===== src/rtl/cordic_arbiter.sv =====
// -----------------------------------------------------------------------------
// cordic_arbiter
//
// Purpose:
//   Round-robin scheduler sharing one fixed-latency CORDIC magnitude/angle
//   pipeline between N_REQ gradient requesters. One (dx, dy) pair is issued
//   per cycle from the winning requester. The requester ID travels alongside
//   the core through a CORE_LAT-deep tag pipeline so that every result can be
//   routed back to its originator. Per-requester credit counters cap the
//   number of in-flight operations. A level-sensitive flush stops new issues
//   and drains the pipeline.
//
// Ports:
//   clk, rst              clock; asynchronous active-low reset
//   req_valid/req_ready   per-requester request handshake (ready is combinational)
//   req_x, req_y          packed operands, requester i at [i*DW +: DW]
//   core_x/y/z, core_valid           registered issue to the core (z is always 0)
//   core_out_x/z, core_out_valid     result from the core
//   res_valid             registered one-hot result strobe
//   res_mag, res_ang      registered result, shared by all requesters
//   flush, flush_done     drain request / one-cycle drain-complete pulse
//   busy                  registered: something in flight or state not IDLE
//   tag_err               sticky tag-pipeline / credit-underflow error
//   dbg_state             current FSM state (0 IDLE, 1 RUN, 2 DRAIN)
//
// Handshake: a requester transfers one operand pair in every cycle where its
// req_valid and req_ready bits are both high at the rising clock edge. At most
// one req_ready bit is high per cycle, and req_ready is never high without
// the matching req_valid. Results carry no backpressure.
// -----------------------------------------------------------------------------
module cordic_arbiter #(
    parameter int N_REQ    = 4,
    parameter int DW       = 16,
    parameter int NORM     = 20,
    parameter int CORE_LAT = 15,
    parameter int MAX_OUT  = 8,
    parameter int CW       = 4
) (
    input  logic                  clk,
    input  logic                  rst,
    input  logic [N_REQ-1:0]      req_valid,
    output logic [N_REQ-1:0]      req_ready,
    input  logic [N_REQ*DW-1:0]   req_x,
    input  logic [N_REQ*DW-1:0]   req_y,
    output logic [DW-1:0]         core_x,
    output logic [DW-1:0]         core_y,
    output logic [NORM-1:0]       core_z,
    output logic                  core_valid,
    input  logic [NORM-1:0]       core_out_x,
    input  logic [NORM-1:0]       core_out_z,
    input  logic                  core_out_valid,
    output logic [N_REQ-1:0]      res_valid,
    output logic [NORM-1:0]       res_mag,
    output logic [NORM-1:0]       res_ang,
    input  logic                  flush,
    output logic                  flush_done,
    output logic                  busy,
    output logic                  tag_err,
    output logic [1:0]            dbg_state
);

    localparam int IW = (N_REQ > 1) ? $clog2(N_REQ) : 1;

    typedef enum logic [1:0] {
        S_IDLE  = 2'd0,
        S_RUN   = 2'd1,
        S_DRAIN = 2'd2
    } state_t;

    state_t              state;
    // Set once a drain completes while flush is still held, so a long flush
    // does not re-enter DRAIN and pulse flush_done repeatedly.
    logic                drained;
    logic [IW-1:0]       rr_ptr;
    logic [CW-1:0]       credit [N_REQ];

    logic [DW-1:0]       slot_x [N_REQ];
    logic [DW-1:0]       slot_y [N_REQ];
    logic [N_REQ-1:0]    eligible;
    logic                grant_any;
    logic [IW-1:0]       grant_id;
    logic [N_REQ-1:0]    grant_vec;
    int                  scan;

    // ID of the operand currently presented on core_x/core_y.
    logic [IW-1:0]       core_id;

    // tag_v[k]/tag_id[k] is stage k+1 of the tag pipeline; stage CORE_LAT
    // lines up with core_out_valid.
    logic [CORE_LAT-1:0] tag_v;
    logic [IW-1:0]       tag_id [CORE_LAT];
    logic                tag_out_v;
    logic [IW-1:0]       tag_out_id;
    logic                pipe_empty;
    logic [N_REQ-1:0]    underflow_vec;

    // ------------------------------------------------------------------
    // Operand unpacking and eligibility
    // ------------------------------------------------------------------
    always_comb begin
        for (int i = 0; i < N_REQ; i++) begin
            slot_x[i]   = req_x[i*DW +: DW];
            slot_y[i]   = req_y[i*DW +: DW];
            eligible[i] = req_valid[i]
                          && (credit[i] < CW'(MAX_OUT))
                          && !flush
                          && (state != S_DRAIN);
        end
    end

    // ------------------------------------------------------------------
    // Round-robin pick: first eligible requester at or after rr_ptr.
    // The wrap is done by subtraction so non-power-of-two N_REQ works.
    // ------------------------------------------------------------------
    always_comb begin
        grant_any = 1'b0;
        grant_id  = '0;
        scan      = 0;
        for (int k = 0; k < N_REQ; k++) begin
            scan = int'(rr_ptr) + k;
            if (scan >= N_REQ) begin
                scan = scan - N_REQ;
            end
            if (!grant_any && eligible[scan[IW-1:0]]) begin
                grant_any = 1'b1;
                grant_id  = scan[IW-1:0];
            end
        end
    end

    // Eligibility already includes req_valid, so a grant is a handshake.
    assign grant_vec  = grant_any ? (N_REQ'(1) << grant_id) : '0;
    assign req_ready  = grant_vec;

    assign pipe_empty = !core_valid && (tag_v == '0);
    assign tag_out_v  = tag_v[CORE_LAT-1];
    assign tag_out_id = tag_id[CORE_LAT-1];

    // Drain completes in the same cycle the FSM leaves DRAIN.
    assign flush_done = (state == S_DRAIN) && pipe_empty;

    assign core_z     = '0;
    assign dbg_state  = state;

    // A result strobe for a requester with no credit and no concurrent
    // handshake means the bookkeeping has gone wrong.
    always_comb begin
        for (int i = 0; i < N_REQ; i++) begin
            underflow_vec[i] = res_valid[i] && !grant_vec[i] && (credit[i] == '0);
        end
    end

    // ------------------------------------------------------------------
    // Control FSM, round-robin pointer and busy flag
    // ------------------------------------------------------------------
    always_ff @(posedge clk or negedge rst) begin
        if (!rst) begin
            state   <= S_IDLE;
            drained <= 1'b0;
            rr_ptr  <= '0;
            busy    <= 1'b0;
        end else begin
            busy <= (state != S_IDLE) || !pipe_empty;

            if (grant_any) begin
                rr_ptr <= (int'(grant_id) == N_REQ - 1) ? '0 : grant_id + IW'(1);
            end

            if (!flush) begin
                drained <= 1'b0;
            end else if ((state == S_DRAIN) && pipe_empty) begin
                drained <= 1'b1;
            end

            case (state)
                S_IDLE: begin
                    if (flush && !drained) begin
                        state <= S_DRAIN;
                    end else if (!flush && (req_valid != '0)) begin
                        state <= S_RUN;
                    end
                end
                S_RUN: begin
                    if (flush) begin
                        state <= S_DRAIN;
                    end else if ((req_valid == '0) && pipe_empty) begin
                        state <= S_IDLE;
                    end
                end
                S_DRAIN: begin
                    if (pipe_empty) begin
                        state <= S_IDLE;
                    end
                end
                default: state <= S_IDLE;
            endcase
        end
    end

    // ------------------------------------------------------------------
    // Issue register, tag pipeline, result return, credits, error flag
    // ------------------------------------------------------------------
    always_ff @(posedge clk or negedge rst) begin
        if (!rst) begin
            core_x     <= '0;
            core_y     <= '0;
            core_valid <= 1'b0;
            core_id    <= '0;
            tag_v      <= '0;
            for (int k = 0; k < CORE_LAT; k++) begin
                tag_id[k] <= '0;
            end
            res_valid  <= '0;
            res_mag    <= '0;
            res_ang    <= '0;
            tag_err    <= 1'b0;
            for (int i = 0; i < N_REQ; i++) begin
                credit[i] <= '0;
            end
        end else begin
            // Issue: operands hold their last values while no grant occurs.
            core_valid <= grant_any;
            if (grant_any) begin
                core_x  <= slot_x[grant_id];
                core_y  <= slot_y[grant_id];
                core_id <= grant_id;
            end

            // Tag pipeline runs in lock-step with the core input.
            tag_v     <= {tag_v[CORE_LAT-2:0], core_valid};
            tag_id[0] <= core_id;
            for (int k = 1; k < CORE_LAT; k++) begin
                tag_id[k] <= tag_id[k-1];
            end

            // Return path is driven by the tag, not by core_out_valid, so a
            // misbehaving core cannot steer a result to the wrong requester.
            res_valid <= tag_out_v ? (N_REQ'(1) << tag_out_id) : '0;
            if (tag_out_v) begin
                res_mag <= core_out_x;
                res_ang <= core_out_z;
            end

            // Credits: simultaneous grant and result leave the count unchanged.
            for (int i = 0; i < N_REQ; i++) begin
                if (grant_vec[i] && !res_valid[i]) begin
                    credit[i] <= credit[i] + CW'(1);
                end else if (!grant_vec[i] && res_valid[i] && (credit[i] != '0)) begin
                    credit[i] <= credit[i] - CW'(1);
                end
            end

            if ((tag_out_v != core_out_valid) || (underflow_vec != '0)) begin
                tag_err <= 1'b1;
            end
        end
    end

endmodule


===== config.mk =====
export PLATFORM = sky130hd
export DESIGN_NAME = cordic_arbiter
export DESIGN_NICKNAME = d
export VERILOG_FILES = /design/src/rtl/cordic_arbiter.sv
export SDC_FILE = /design/constraint.sdc
export NUM_CORES = 1
export LEC_CHECK = 0
export CAP_MARGIN = 20
export CORE_MARGIN = 5
export CORE_UTILIZATION = 38
export CTS_CLUSTER_SIZE = 16
export DETAILED_ROUTE_END_ITERATION = 10
export GPL_TIMING_DRIVEN = 1
export PLACE_DENSITY = 0.69
export SLEW_MARGIN = 0
export SYNTH_ARGS = -nofsm -noshare
export SYNTH_HDL_FRONTEND = slang
export SYNTH_SLANG_ARGS = --single-unit

===== constraint.sdc =====
create_clock -name clk -period 3.4 [get_ports clk]
set_input_delay 0.68 -clock clk [delete_from_list [all_inputs] [get_ports clk]]
set_output_delay 0.68 -clock clk [all_outputs]
set_load 0.05 [all_outputs]

# After elaboration in Yosys (flattened, before gate mapping)
# Index checks and enable logic that the tools add are counted.
word_totals:
  ff_bits: 147
  latch_bits: 0
  mem_bits_rw: 0
  romBits: 0
  word_cells: 190
  n_memories: 0
op_classes:
  add_sub_neg: 16
  n_mul: 0
  div_mod_pow: 0
  magnitude_cmp: 13
  n_eq_ne: 9
  n_shift: 2
  muxes: 45
  bitwise: 1
  n_reduce_logical: 72
op_table:
  columns: ["operator", "count"]
  rows:
  - ["16-bit binary-select mux with 2-bit select", 2]
  - ["16-bit two-way mux", 4]
  - ["4-bit two-way mux", 10]
  - ["1-bit logical AND", 36]
  - ["2-bit two-way mux", 14]
  - ["4-bit nonzero test", 6]
  - ["4-bit zero test", 5]
  - ["4-bit by 1-bit adder with 4-bit output (second input constant)", 4]
  - ["4-bit < comparator (second input constant)", 4]
  - ["4-bit by 1-bit subtractor with 4-bit output (second input constant)", 4]
  - ["1-bit zero test", 15]
  - ["15-bit zero test", 1]
  - ["3-bit greater-or-equal comparator (second input constant)", 4]
  - ["2-bit by 3-bit < comparator with 1-bit output (second input constant)", 4]
  - ["1-bit two-way mux", 10]
  - ["2-bit nonzero test", 5]
  - ["1-bit binary-select mux with 2-bit select", 4]
  - ["1-bit by 2-bit left shift with 4-bit output (first input constant)", 2]
  - ["2-bit by 1-bit subtractor with 2-bit output (second input constant)", 4]
  - ["2-bit by 2-bit adder with 3-bit output (second input constant)", 2]
  - ["3-bit inequality test (second input constant)", 2]
  - ["2-bit case mux with 3 select lines", 1]
  - ["2-bit by 1-bit equality test with 1-bit output (second input constant)", 2]
  - ["2-bit inequality test (second input constant)", 2]
  - ["other kinds (10)", 11]

# Logic depth before layout (Yosys ltp)
depth:
  depth_word: 23
  mapped_depth: 12
  mapped_depth_nobuf: 11

# Worst setup path after synthesis
# Ideal clock, no wire load.
synth_path:
  kind: "input-to-reg"
  startpoint: "in req_valid[1]"
  endpoint: "reg credit[15] in the netlist's numbering"
  setup_ns: 0.124
  arrival_time_ns: 3.128
  slack_ns: 0.148
  stages: 11
  n_path_buf: 1
  path_cell_list: "nor2b_1 buf_6 or3_1 a211o_1 inv_2 nand2_1 ha_1 a21o_1 a21oi_1 nand3_1 a211o_1"
synth_via:
  elab_chain_len: 21
  elab_cells_between_ends: 33
  cone_classes: "1 x shift; 18 x mux; 14 x reduce/logical"
synth_lines:
  columns: ["element", "line", "rtl"]
  rows:
  - ["start, declared", "41", "input logic [N_REQ-1:0] req_valid,"]
  - ["1-bit logical AND *", "105", "&& (credit[i] < CW'(MAX_OUT))"]
  - ["1-bit logical AND *", "106", "&& !flush"]
  - ["1-bit logical AND *", "107", "&& (state != S_DRAIN);"]
  - ["1-bit binary-select mux with 2-bit select", "124", "if (!grant_any && eligible[scan[IW-1:0]]) begin"]
  - ["1-bit two-way mux (implied by the code)", "124", null]
  - ["1-bit two-way mux", "124", null]
  - ["1-bit zero test", "124", null]
  - ["1-bit logical AND", "124", null]
  - ["[5 not listed]", null, null]
  - ["1-bit logical AND", "124", null]
  - ["2-bit two-way mux", "124", null]
  - ["1-bit by 2-bit left shift with 4-bit output", "132", "assign grant_vec = grant_any ? (N_REQ'(1) << grant_id) : '0;"]
  - ["4-bit two-way mux *", "132", null]
  - ["via req_ready[0]", "42", "output logic [N_REQ-1:0] req_ready,"]
  - ["1-bit zero test", "248", "end else if (!grant_vec[i] && res_valid[i] && (credit[i] != '0)) begin"]
  - ["1-bit logical AND (2 in series)", "248", null]
  - ["2-bit nonzero test (no line)", null, null]
  - ["end signal, assigned by index", "247", "credit[i] <= credit[i] + CW'(1);"]
  - ["end signal, assigned by index", "249", "credit[i] <= credit[i] - CW'(1);"]
  - ["end, declared", "75", "logic [CW-1:0] credit [N_REQ];"]
# The timed path passes the listed nets; every way through them passes the cells marked *. The select of a mux whose other input is x is not followed.
# A chain may end at the register's enable or synchronous reset.

# Final worst setup path
layout_path:
  startpoint: "in req_valid[2]"
  endpoint: "out req_ready[1]"
layout_via:
  elab_chain_len: 17
  elab_cells_between_ends: 27
  cone_classes: "1 x shift; 17 x mux; 9 x reduce/logical"
layout_lines:
  columns: ["element", "line"]
  rows:
  - ["1-bit logical AND *", "105"]
  - ["1-bit logical AND *", "106"]
  - ["1-bit logical AND *", "107"]
  - ["1-bit binary-select mux with 2-bit select", "124"]
  - ["1-bit two-way mux (implied by the code)", "124"]
  - ["1-bit two-way mux", "124"]
  - ["1-bit zero test", "124"]
  - ["1-bit logical AND", "124"]
  - ["1-bit two-way mux", "124"]
  - ["1-bit zero test", "124"]
  - ["1-bit logical AND", "124"]
  - ["1-bit two-way mux", "124"]
  - ["1-bit zero test", "124"]
  - ["1-bit logical AND", "124"]
  - ["2-bit two-way mux", "124"]
  - ["1-bit by 2-bit left shift with 4-bit output", "132"]
  - ["4-bit two-way mux *", "132"]
  - ["end, declared", "42"]
# Every way passes the cells marked *; elsewhere a longest branch is shown, timed or not. The select of a mux whose other input is x is not followed.

==> summary.md <==
| Metric | Value |
|---|---|
| WS Path Type | input pin to primary output |
| Most used DFF post-synth | dfrtp_1 |
| Setup ws final | 0.183 ns |
| Crit-path max cell delay | 0.52 ns |
| Grt total ovfl | 0 |
| RSZ-0062 raised after global routing | no |
| Outcome | complete, no violations |
| Die Y | 144 um |
| Number of H-tree levels | 4 |
| Fmax | 0.311 GHz |
| I/O Buffers | 261 |
| DPL Wire Length | 14.9 mm |
| Mapped Cells | 569 |
| Worst path slowest cell | clkdlybuf4s50_1 |
| Sequential-to-total area share from yosys stat | 0.543 |
| Max Root-Sink Buffers | 2 |
| CTS tree | done |
| First-pass GRT wire length | 30.9 mm |
| EDFF count, synth | 0 |
| Cell Count Post-Placement | 1040 |
| Vias | 5702 |
| WP depth | 6 |
| Total GRT Usage | 0.189 |
| Post-layout min period | 3.22 ns |
| Final Skew | 0.00809 ns |
| Critical path startpoint category | input pin |
| Slew headroom | 0.439 |
| Worst-margin pin slew | 0.841 ns |
| CP max FO | 28 |
| Worst vdd ir | 0.000723 V |
| Fin cells | 1072 |
| CTS sink count | 147 |
| Num rows | 48 |
| Die Wd | 144 um |
| Ys async rst share | 1.00 |
| Storage element area | 0.00368 sq mm |
| Worst Path Arrival | 2.54 ns |
| Cells traversed along the worst timing path | clkdlybuf4s50_1, nor3b_1, o32ai_1, and3_1, buf_12, buf_12 |
| Final-stage net count | 1022 |
| Antenna violations before repair | 0 |
| TritonRoute pass-1 iters | 4 |
| Clk slew on worst S/H paths | 0.06 ns |
| Hold WS | 0.336 ns |
| Largest cells by area after synthesis | dfrtp_1 (54%), mux2_2 (7.1%), a221oi_1 (4.5%) |
| Post-route DRC | 0 |
| Worst setup path startpoint | req_valid[2] |
| Clock root buffer master | clkbuf_16 |
| Worst Hold Class | input pin to asynchronous set/reset pin |
| Most numerous cell in the Yosys netlist | dfrtp_1 |
| Share of layout cells above drive strength 1 | 0.137 |
| Avg Vias per Cell | 5.32 |
| 1st-iter DRT viols | 241 |
| Final Max Tran Viols | 0 |
| Crit path max-delay family | buffers and inverters |
| Inserted Clock Buffers | 17 |
| GPL Wtd Cong | 0.909 |
| R2r setup slk | 0.59 ns |
| Postcts setup bufs | 0 |
| Final setup vio count | 0 |
| DRT antenna net count | 0 |
| P_leak | 4.08 nW |
| Worst Path Buf+Inv | 3 |
| Synth top cells by count | dfrtp_1 (147), mux2_2 (43), nor2_1 (42) |
| Max_cap viols | 0 |
| Design area | 0.0102 sq mm |
| Die area | 0.0206 sq mm |
| Synth-to-Final Area Change | 50.8% |
| Final Hold Violating Endpoints | 0 |
| Worst-Skew Late Latency | 0.42 ns |
| Worst EP required | 2.72 ns |
| Critical Path Sink Type | primary output |
| Final Cycle Share | 0.946 |
| WL/cell | 18.4 um |
| Yosys warns | 0 |
| IO Pins | 282 |
| Initial Util | 0.389 |
| Diode count | 0 |
| Area of the multi-input gates | 0.00279 sq mm |
| Largest net degree at the start of global routing | 96 |
| Cts hold-fix bufs | 0 |
| Flops & latches, synth | 147 |
| Synth cell types | 58 |
| Cell accounting for the most synthesized area | dfrtp_1 |
| Syn avg cell area | 11.9 sq um |
| Place WS | -0.133 ns |
| Top-area cell type share of the netlist area | 0.543 |
| Cell area power density | 970 mW/mm^2 |
| R2r worst-path depth | 10 |
| CP dominant cell by count | buf_12 |
| R2r startpoint | credit[15]$_DFFE_PN0P_ |
| Power consumption | 0.00991 W |
| Core Region | 0.0174 sq mm |
| Vias in the first global route | 6108 |
| Worst R2R End | credit[15]$_DFFE_PN0P_ |
| Critical Path Sink | req_ready[1] |
| Routed wire length | 19.8 mm |
| Post-synth design cell area | 0.00678 sq mm |
| Post-DP Area | 0.00966 sq mm |
| Layout fillers | 1474 |
[worst reg2reg max path: cells and delay by family (launching register included)]
family,cells,cell delay [ns]
adders and majority gates,1,0.30
DFF,1,0.48
and+or+nand+nor,3,0.57
AOI/OAI and AO/OA,5,1.28
buffers and inverters,1,0.07
[sequential cells by signal, summed over array words and instances (netlist names)]
| name | cells |
|---|---|
| dbg_state | 2 |
| res_valid | 4 |
| tag_out_id | 2 |
| busy | 1 |
| res_ang | 20 |
| tag_err | 1 |
| tag_v | 15 |
| tag_id | 28 |
| core_id | 2 |
| rr_ptr | 2 |
| drained | 1 |
| core_y | 16 |
| core_valid | 1 |
| credit | 16 |
| core_x | 16 |
| res_mag | 20 |
[where the power goes]
part / total, W / switching [W] / internal (W)
Combinational: 0.00507 / 0.00313 / 0.00194
Clock: 0.00175 / 0.000774 / 0.000977
Sequential: 0.00309 / 0.000537 / 0.00255
Total: 0.00991 / 0.00444 / 0.00547
[area by class of cell]
cell class | count | share of cell area
sequential | 147 | 0.360
timing repair buffer | 286 | 0.281
multi-input combinational | 373 | 0.273
clock buffer | 19 | 0.0433
tap | 225 | 0.0275
clock inverter | 13 | 0.0113
inverter | 9 | 0.00331
[kinds of logic (layout without fill, tap and decap cells)]
family / after synthesis / count (layout) / share of synthesized area
muxes: 53 / 53 / 0.0866
AOI/OAI and AO/OA: 109 / 109 / 0.124
buffers and inverters: 68 / 327 / 0.0580
xor gates and xnor gates: 12 / 12 / 0.0155
other: 1 / 20 / 0.000553
adders and majority gates: 12 / 12 / 0.0266
and+or+nand+nor: 167 / 167 / 0.146
DFF: 147 / 147 / 0.543
[placed cells by master, fill, tap and decap left out, drive strengths merged, types with 2 or more instances in the layout]
cell / Yosys / layout
nor3b: 3 / 3
xnor2: 5 / 5
a21o: 6 / 6
buf: 37 / 31
nand4: 26 / 26
clkdlybuf4s50: 0 / 255
nor3: 6 / 6
or4: 2 / 2
conb: 1 / 20
nand3: 12 / 12
o32ai: 3 / 3
or3b: 24 / 24
a31oi: 34 / 34
nor2: 42 / 42
a221oi: 36 / 36
clkinvlp: 0 / 5
nor2b: 5 / 5
nor4: 11 / 11
fa: 4 / 4
nand3b: 9 / 9
inv: 8 / 16
a211o: 4 / 4
and3: 3 / 3
clkbuf: 22 / 19
mux2i: 8 / 8
a21oi: 10 / 10
mux2: 45 / 45
xor2: 7 / 7
a311o: 2 / 2
or3: 2 / 2
o22ai: 2 / 2
ha: 8 / 8
dfrtp: 147 / 147
nand2: 12 / 12
nand2b: 5 / 5
[layer usage]
metal  wire (um)  track usage  vias up
li1            -            -     2652
met4         518       0.0684        0
met3        1610       0.0589       39
met5           0            0        -
met1        8030        0.233     2772
met2        9610        0.314      239
[worst min path at each step]
stage / startpoint / end / slack [ns] / cells past startpoint
3_5_place_dp: tag_id[17]$_DFF_PN0_ / tag_id[15]$_DFF_PN0_ / 0.34 / 0
5_1_grt: tag_id[7]$_DFF_PN0_ / tag_id[5]$_DFF_PN0_ / 0.35 / 0
3_3_place_gp: tag_id[26]$_DFF_PN0_ / tag_id[24]$_DFF_PN0_ / 0.34 / 0
2_1_floorplan: tag_id[12]$_DFF_PN0_ / tag_id[10]$_DFF_PN0_ / 0.33 / 0
4_1_cts: tag_id[28]$_DFF_PN0_ / tag_id[26]$_DFF_PN0_ / 0.35 / 0
6_report: rst / res_ang[8]$_DFFE_PN0P_ / 0.34 / 1
[stage by stage]
stage / TNS, ns / utilization
finish: 0 / 0.587
global route: 0 / 0.587
CTS: 0 / 0.587
detailed placement: -0.148 / 0.555
global placement: 0 / 0.555
floorplan: 0 / -
[repair_timing]
action                                 in CTS  in global routing
endpoints found under the hold margin       0                  0
cloned                                      0                  0
gates resized for setup                     1                  1
setup endpoints to repair                   1                  1
(Power assumes the default switching activity.)
